`src/rtl/wb_line_buffer.sv`:
```
// Write-back line buffer between the cache line port and main_mem: evictions are queued and drained in order.
// Build option WB_FWD_EN: refills are served from the youngest matching queued line and misses bypass the queue.
module wb_line_buffer #(
    parameter int LINE_ADDR_LEN = 3,
    parameter int ADDR_LEN      = 9,
    parameter int DEPTH         = 4
) (
    input  logic                                   clk,
    input  logic                                   rst,
    input  logic [ADDR_LEN-1:0]                    c_addr,
    input  logic                                   c_rd_req,
    output logic [(1<<LINE_ADDR_LEN)-1:0][31:0]    c_rd_line,
    input  logic                                   c_wr_req,
    input  logic [(1<<LINE_ADDR_LEN)-1:0][31:0]    c_wr_line,
    output logic                                   c_gnt,
    output logic [ADDR_LEN-1:0]                    m_addr,
    output logic                                   m_rd_req,
    input  logic [(1<<LINE_ADDR_LEN)-1:0][31:0]    m_rd_line,
    output logic                                   m_wr_req,
    output logic [(1<<LINE_ADDR_LEN)-1:0][31:0]    m_wr_line,
    input  logic                                   m_gnt
);
    localparam int LINE_SIZE = 1 << LINE_ADDR_LEN;
    localparam int PW        = $clog2(DEPTH);
    localparam int CW        = PW + 1;

    typedef logic [LINE_SIZE-1:0][31:0] line_t;
    typedef enum logic [2:0] {IDLE, GNT, MEM_RD, RD_DONE, MEM_WR} state_t;

    state_t              state_q, state_d;
    logic [PW-1:0]       wr_ptr_q, wr_ptr_d;
    logic [PW-1:0]       rd_ptr_q, rd_ptr_d;
    logic [CW-1:0]       count_q, count_d;
    logic                c_gnt_q, c_gnt_d;
    logic                m_rd_req_q, m_rd_req_d;
    logic                m_wr_req_q, m_wr_req_d;
    logic [ADDR_LEN-1:0] m_addr_q, m_addr_d;
    line_t               m_wr_line_q, m_wr_line_d;
    line_t               c_rd_line_q, c_rd_line_d;
    logic [ADDR_LEN-1:0] buf_addr_q [DEPTH];
    line_t               buf_line_q [DEPTH];

    logic push;
    logic drain;
    logic start_rd;
    logic full;
    logic empty;

    assign full  = (count_q == CW'(DEPTH));
    assign empty = (count_q == '0);

`ifdef WB_FWD_EN
    logic          hit;
    line_t         hit_line;
    logic [PW-1:0] idx;

    // Walk from the newest entry backwards so the latest copy of a line wins.
    always_comb begin
        hit      = 1'b0;
        hit_line = '0;
        idx      = '0;
        for (int i = 0; i < DEPTH; i++) begin
            idx = wr_ptr_q - PW'(i + 1);
            if (!hit && (CW'(i) < count_q) && (buf_addr_q[idx] == c_addr)) begin
                hit      = 1'b1;
                hit_line = buf_line_q[idx];
            end
        end
    end
`endif

    always_comb begin
        state_d     = state_q;
        wr_ptr_d    = wr_ptr_q;
        rd_ptr_d    = rd_ptr_q;
        count_d     = count_q;
        c_gnt_d     = 1'b0;
        m_rd_req_d  = m_rd_req_q;
        m_wr_req_d  = m_wr_req_q;
        m_addr_d    = m_addr_q;
        m_wr_line_d = m_wr_line_q;
        c_rd_line_d = c_rd_line_q;
        push        = 1'b0;
        drain       = 1'b0;
        start_rd    = 1'b0;

        case (state_q)
            IDLE: begin
                if (c_wr_req && !full) begin
                    push     = 1'b1;
                    wr_ptr_d = wr_ptr_q + PW'(1);
                    count_d  = count_q + CW'(1);
                    c_gnt_d  = 1'b1;
                    state_d  = GNT;
                end else if (c_wr_req) begin
                    drain = 1'b1;
                end else if (c_rd_req) begin
`ifdef WB_FWD_EN
                    if (hit) begin
                        c_rd_line_d = hit_line;
                        c_gnt_d     = 1'b1;
                        state_d     = GNT;
                    end else begin
                        start_rd = 1'b1;
                    end
`else
                    // Memory is only read once every queued write has landed.
                    if (!empty) drain = 1'b1;
                    else        start_rd = 1'b1;
`endif
                end else if (!empty) begin
                    drain = 1'b1;
                end
            end
            GNT: begin
                state_d = IDLE;
            end
            MEM_WR: begin
                if (m_gnt) begin
                    m_wr_req_d = 1'b0;
                    rd_ptr_d   = rd_ptr_q + PW'(1);
                    count_d    = count_q - CW'(1);
                    state_d    = IDLE;
                end
            end
            MEM_RD: begin
                if (m_gnt) begin
                    m_rd_req_d  = 1'b0;
                    c_rd_line_d = m_rd_line;
                    c_gnt_d     = 1'b1;
                    state_d     = RD_DONE;
                end
            end
            RD_DONE: begin
                state_d = IDLE;
            end
            default: begin
                state_d = IDLE;
            end
        endcase

        if (drain) begin
            m_wr_req_d  = 1'b1;
            m_addr_d    = buf_addr_q[rd_ptr_q];
            m_wr_line_d = buf_line_q[rd_ptr_q];
            state_d     = MEM_WR;
        end
        if (start_rd) begin
            m_rd_req_d = 1'b1;
            m_addr_d   = c_addr;
            state_d    = MEM_RD;
        end
    end

    always_ff @(posedge clk or posedge rst) begin
        if (rst) begin
            state_q     <= IDLE;
            wr_ptr_q    <= '0;
            rd_ptr_q    <= '0;
            count_q     <= '0;
            c_gnt_q     <= 1'b0;
            m_rd_req_q  <= 1'b0;
            m_wr_req_q  <= 1'b0;
            m_addr_q    <= '0;
            m_wr_line_q <= '0;
            c_rd_line_q <= '0;
        end else begin
            state_q     <= state_d;
            wr_ptr_q    <= wr_ptr_d;
            rd_ptr_q    <= rd_ptr_d;
            count_q     <= count_d;
            c_gnt_q     <= c_gnt_d;
            m_rd_req_q  <= m_rd_req_d;
            m_wr_req_q  <= m_wr_req_d;
            m_addr_q    <= m_addr_d;
            m_wr_line_q <= m_wr_line_d;
            c_rd_line_q <= c_rd_line_d;
        end
    end

    always_ff @(posedge clk or posedge rst) begin
        if (rst) begin
            for (int i = 0; i < DEPTH; i++) begin
                buf_addr_q[i] <= '0;
                buf_line_q[i] <= '0;
            end
        end else if (push) begin
            buf_addr_q[wr_ptr_q] <= c_addr;
            buf_line_q[wr_ptr_q] <= c_wr_line;
        end
    end

    assign c_gnt     = c_gnt_q;
    assign c_rd_line = c_rd_line_q;
    assign m_addr    = m_addr_q;
    assign m_rd_req  = m_rd_req_q;
    assign m_wr_req  = m_wr_req_q;
    assign m_wr_line = m_wr_line_q;

endmodule

```
`config.mk`:
```
export PLATFORM = sky130hd
export DESIGN_NAME = wb_line_buffer
export DESIGN_NICKNAME = d
export VERILOG_FILES = /design/src/rtl/wb_line_buffer.sv
export SDC_FILE = /design/constraint.sdc
export NUM_CORES = 2
export LEC_CHECK = 0
export CORE_AREA = 3 3 409 411
export DETAILED_ROUTE_END_ITERATION = 12
export DIE_AREA = 0 0 412 414
export PLACE_DENSITY = 0.65
export SYNTH_ARGS = -nofsm -noshare
export SYNTH_HDL_FRONTEND = slang
export SYNTH_SLANG_ARGS = --single-unit
```
`constraint.sdc`:
```
create_clock -name clk -period 66.5 [get_ports clk]
set_input_delay 6.65 -clock clk [delete_from_list [all_inputs] [get_ports clk]]
set_output_delay 6.65 -clock clk [all_outputs]
set_load 0.005 [all_outputs]
```
* Word level (Yosys, flattened, before mapping)
Cells that the tools add are included.
** Cells by class
- Reduce and logical (&&, ||, !) cells :: 18
- Multiply operators :: 0
- Shift-type cells :: 0
- Eq/ne operators :: 8
- Bitwise logic cells :: 2
- Multiplexer cells :: 41
- Add/subtract/negate cells :: 4
- Divide/modulo/power cells :: 0
- $lt $le $gt $ge :: 3
** Operators by type and width (count)
- bitwise mux 1024 bit :: 1
- two-way mux 256 bit :: 3
- binary-select mux 256 bit (select 2 bit) :: 1
- demux 256 bit (select 2 bit) :: 1
- two-way mux 9 bit :: 5
- bitwise mux 36 bit :: 1
- two-way mux 3 bit :: 7
- binary-select mux 9 bit (select 2 bit) :: 1
- demux 9 bit (select 2 bit) :: 1
- two-way mux 1 bit :: 17
- != test 4 bit, second input constant :: 3
- nonzero test 2 bit :: 6
- AND reduction 2 bit :: 5
- one-hot mux 3 bit (3 select lines) :: 1
- equality test 3 bit, second input constant :: 2
- greater-or-equal comparator 3 bit, second input constant :: 2
- logical NOT 3 bit :: 2
- inverter 2 -> 3 bit :: 2
- one-hot mux 3 bit (2 select lines) :: 1
- AND reduction 3 bit :: 2
- adder 2 x 1 -> 2 bit, second input constant :: 2
- != test 2 bit, second input constant :: 2
- adder 3 x 1 -> 3 bit, second input constant :: 1
- equality test 3 x 2 -> 1 bit, second input constant :: 1
- other kinds (5) :: 6
** Storage, ports and cells
- Output and inout port bits :: 524
- Flip-flop bits (word level) :: 1594
- Bits in latches :: 0
- ROM bits :: 0
- Memories :: 0
- Bits of input ports :: 526
- Logic and storage cells :: 136
- RAM bits :: 0

* Longest topological paths before layout
- Depth in word-level cells :: 8
- Gate-level depth with buffers :: 7
- Gate-level depth less buffers :: 4

* Worst setup path before layout
Ideal clock, no wire load.
- Path type :: input-to-reg
- From :: input port c_wr_req
- To :: register m_wr_line_q (netlist bit m_wr_line[192])
- Arrival :: 7.901 ns
- Buffers on the path :: 3
- Setup slack :: 58.474 ns
- Stages :: 6
- Required time :: 66.375 ns
- Setup time :: 0.125 ns
- Path through :: clkbuf_1 o21ai_0 o311a_1 buf_4 buf_6 mux2_2
** On the way
- Cells in the longest elaborated chain, start to end :: 3
- Elaborated cells on any way between the ends :: 4
- Classes of those cells :: 3 x mux; 1 x reduce/logical
** Ends and longest elaborated chain
- from (decl) :: line 13 : input logic c_wr_req,
- two-way mux 1 bit / logical AND 1 bit (equally long branches) :: line 95, 89
- two-way mux 1 bit * :: line 89 : if (c_wr_req && !full) begin
- two-way mux 1 bit * :: line 87 : case (state_q)
- to (signal assigned) :: line 176 : m_wr_line_q <= m_wr_line_d;
- to (decl) :: line 38 : line_t m_wr_line_q, m_wr_line_d;
Every way passes the cells marked *; elsewhere a longest branch is shown, timed or not.
A chain may end at the register's enable or synchronous reset.

==> impl_metrics.csv <==
group,metric,value,unit
status,status,"complete, no violations",
floorplanning,start_util,0.400,
placement,dp_hpwl,143,mm
global_route,grt_start_max_net_pins,181,
logic_synthesis,synth_area,65800,um2
logic_synthesis,ys.flop_type,"dfrtp_1",
logic_synthesis,ys_top_cells_by_area,"dfrtp_1 (61%), mux2_1 (19%), mux4_2 (9.1%), mux2_2 (7.9%), buf_4 (1.2%)",
finish,design_area,84100,um2
sta,min_period,11.31,ns
global_route,grt_pass1_wl,298,mm
clock_tree,cts.clk_slew.worst_paths,0.06,ns
clock_tree,clock-sinks,1594,
floorplanning,die-area,171000,um2
logic_synthesis,yosysTopAreaCell,"dfrtp_1",
detailed_routing,via_count,37920,
sta,finalMaxSlewViolations,0,
finish,final_net_count,5330,
global_route,groute.usage.overall,0.240,
sta,setup_violations,0,
sta,fin_hold_ws,0.480,ns
power_and_ir_drop,p_seq_frac,0.403,
placement,dpl_worst_slack,54.14,ns
power_and_ir_drop,p_total,4.28,mW
clock_tree,numCtsBuffers,175,
placement,gp_congestion,0.881,
sta,hold_viol,0,
worst_setup_path,critPathKind,"primary input to async pin",
detailed_routing,dr.pass1.iters,5,
clock_tree,cts_tree,"done",
finish,drive_gt1_frac,0.218,
logic_synthesis,syn_nets,4292,
worst_setup_path,crit_arrival,12.06,ns
worst_setup_path,end_kind,"async pin",
worst_setup_path,crit_fanout,180,
power_and_ir_drop,pwr-share-comb,0.365,
global_route,use_met3,0.0734,
logic_synthesis,synthArstFlopShare,1.00,
sta,fmax,88.4,MHz
power_and_ir_drop,powerDensity,50.8,nW/um2
global_route,grtUsageMet1,0.283,
clock_tree,clock_path_buffers,3,
placement,place_inst,6811,
logic_synthesis,syn_area_per_cell,17.5,um2
detailed_routing,drc,0,
clock_tree,htreeDepth,4,
logic_synthesis,yosys_warnings,0,
detailed_routing,drt-total-wl,204,mm
worst_setup_path,rr_endpoint,"buf_line_q[19]",
hold_path,worstHoldPathType,"flip-flop to flip-flop",
power_and_ir_drop,intPower,2.99,mW
worst_setup_path,cp-endpoint,"buf_line_q[1007]",
detailed_routing,drt_iter0_drc,2199,
run,drv_cap,0,
global_route,use_met2,0.396,
logic_synthesis,post-synth-top-count-cell,"dfrtp_1",
sta,slew_headroom,0.204,
global_route,grt_pass1_vias,40834,
hold_path,hp-start,"m_wr_line[142]",
clock_tree,ctsHoldBuffers,0,
global_route,gr-total-overflow,0,
sta,worst_slack,55.19,ns
finish,area_growth,27.8,%
sta,tns,0,ns
sta,worstMarginPinSlew,1.19,ns
worst_setup_path,rr_worst_depth,6,
worst_setup_path,start_kind,"primary input",
logic_synthesis,ys_ff_latch,1594,
finish,postLayoutCoreUtil,0.512,
floorplanning,rows,149,
power_and_ir_drop,p_leak,36.0,nW
logic_synthesis,yosysTopAreaCellShare,0.606,
worst_setup_path,r2r-start,"count_q[1]",
worst_setup_path,rrSetupSlack,62.09,ns
finish,final_cells,7189,
floorplanning,io_pins,1050,
power_and_ir_drop,peakVddDrop,0.0290,mV
worst_setup_path,crit_required,67.25,ns
clock_tree,insertion_delay,0.80,ns
detailed_routing,drtAntennaViolNets,0,
clock_tree,cts_root_buffer,"clkbuf_16",
worst_setup_path,crit_path_start,"rst",
detailed_routing,wl_per_cell,28.4,um
detailed_routing,viasPerCell,5.27,
power_and_ir_drop,switching_power,1.29,mW
placement,numPortBuffers,1049,
logic_synthesis,synth.distinct_cells,40,
sta,skew,0.0328,ns
sta,rsz0062_at_grt,"false",
sta,finalCritPeriodShare,0.170,
power_and_ir_drop,p_clk_frac,0.232,
logic_synthesis,synth_edf_count,0,
logic_synthesis,yosysSeqAreaShare,0.606,
power_and_ir_drop,p_sw_frac,0.301,
floorplanning,core,164000,um2
logic_synthesis,synthTopCellsByCount,"dfrtp_1 (1,594), mux2_1 (1,110), mux2_2 (463)",
floorplanning,die_h,414,um
clock_tree,cts_resized,0,
global_route,top_usage_layer,"met2",
logic_synthesis,synth_cells,3761,
finish,n_fill_cell,13813,
global_route,antenna_found_initial,149,
placement,placed_cell_area,78000,um2
floorplanning,die_x,412,um
clock_tree,cts_setup_buffers,0,
## sequential cells by signal (all words and copies together) (netlist names)
name        flops
buf_addr_q     36
buf_line_q   1024
c_gnt           1
c_rd_line     256
count_q         3
m_addr          9
m_rd_req        1
m_wr_line     256
m_wr_req        1
rd_ptr_q        2
state_q         3
wr_ptr_q        2
## kinds of logic (layout without fill, tap and decap cells)
kind of cell,count (synthesis),count (layout),share of synthesized area
compound gates,20,20,0.00243
flops,1594,1594,0.606
buf+inv,267,1446,0.0264
simple gates,32,32,0.00369
other cells,0,60,0
fa+ha+maj,5,5,0.00106
xor+xnor,4,4,0.000532
mux,1839,1839,0.360
## how the worst min path moves through the flow
stage / to / slack [ns] / depth (start not counted)
global route: m_wr_line[185] / 0.49 / 1
CTS: m_wr_line[185] / 0.49 / 1
finish: m_wr_line[142] / 0.48 / 1
floorplan: buf_addr_q[10] / 0.46 / 1
global placement: m_wr_line[131] / 0.47 / 1
detailed placement: m_wr_line[105] / 0.47 / 1
## power by group through the flow
| stage | sequential [mW] | combinational [mW] | clock [mW] |
|---|---|---|---|
| 3_5_place_dp | 1.74 | 1.58 | 0 |
| 6_report | 1.72 | 1.56 | 0.990 |
| 2_1_floorplan | 1.69 | 0.966 | 0 |
| 3_3_place_gp | 1.71 | 1.56 | 0 |
| 4_1_cts | 1.73 | 1.59 | 1.02 |
| 5_1_grt | 1.78 | 1.69 | 1.06 |
## critical path, cell delays in order
cell and delay [ns]:
clkdlybuf4s50_1 0.49, inv_8 0.64, buf_4 0.73, buf_4 0.88
buf_4 0.80, buf_4 0.79, buf_12 0.72
## layout make-up
class	instances	area [um2]	share of cell area
Antenna cell	60	150	0.00179
Clock buffer	258	5150	0.0612
Clock inverter	60	813	0.00967
Inverter	25	101	0.00120
Multi-Input combinational cell	1900	24300	0.288
Sequential cell	1594	39900	0.474
Tap cell	2189	2740	0.0326
Timing Repair Buffer	1103	11000	0.131
## cell usage in the layout, fill, tap and decap left out, types with 2 or more instances in the layout
| cell | instances |
|---|---|
| mux2_2 | 463 |
| clkinvlp_4 | 2 |
| o221ai_1 | 9 |
| nor3_1 | 2 |
| clkbuf_8 | 46 |
| clkinv_16 | 7 |
| clkbuf_16 | 175 |
| and3_1 | 2 |
| clkinv_8 | 5 |
| dfrtp_1 | 1592 |
| dfrtp_4 | 2 |
| mux2_1 | 1110 |
| mux4_2 | 265 |
| nand4_4 | 4 |
| inv_6 | 3 |
| a21oi_1 | 2 |
| bufinv_16 | 10 |
| clkdlybuf4s50_1 | 1049 |
| ha_1 | 4 |
| or3b_2 | 2 |
| clkinv_2 | 32 |
| buf_4 | 47 |
| xnor2_1 | 3 |
| nand4_1 | 9 |
| inv_1 | 24 |
| o21ai_0 | 3 |
| diode_2 | 60 |
| buf_12 | 7 |
| clkbuf_1 | 37 |
| nand2b_1 | 2 |
## layer usage
metal | vias up | part of all wire
met5 | - | 0.00079
met4 | 26 | 0.048
met3 | 480 | 0.066
met2 | 1111 | 0.50
met1 | 20257 | 0.39
li1 | 16046 | -
Note: power is estimated with default switching activity, not from simulation.
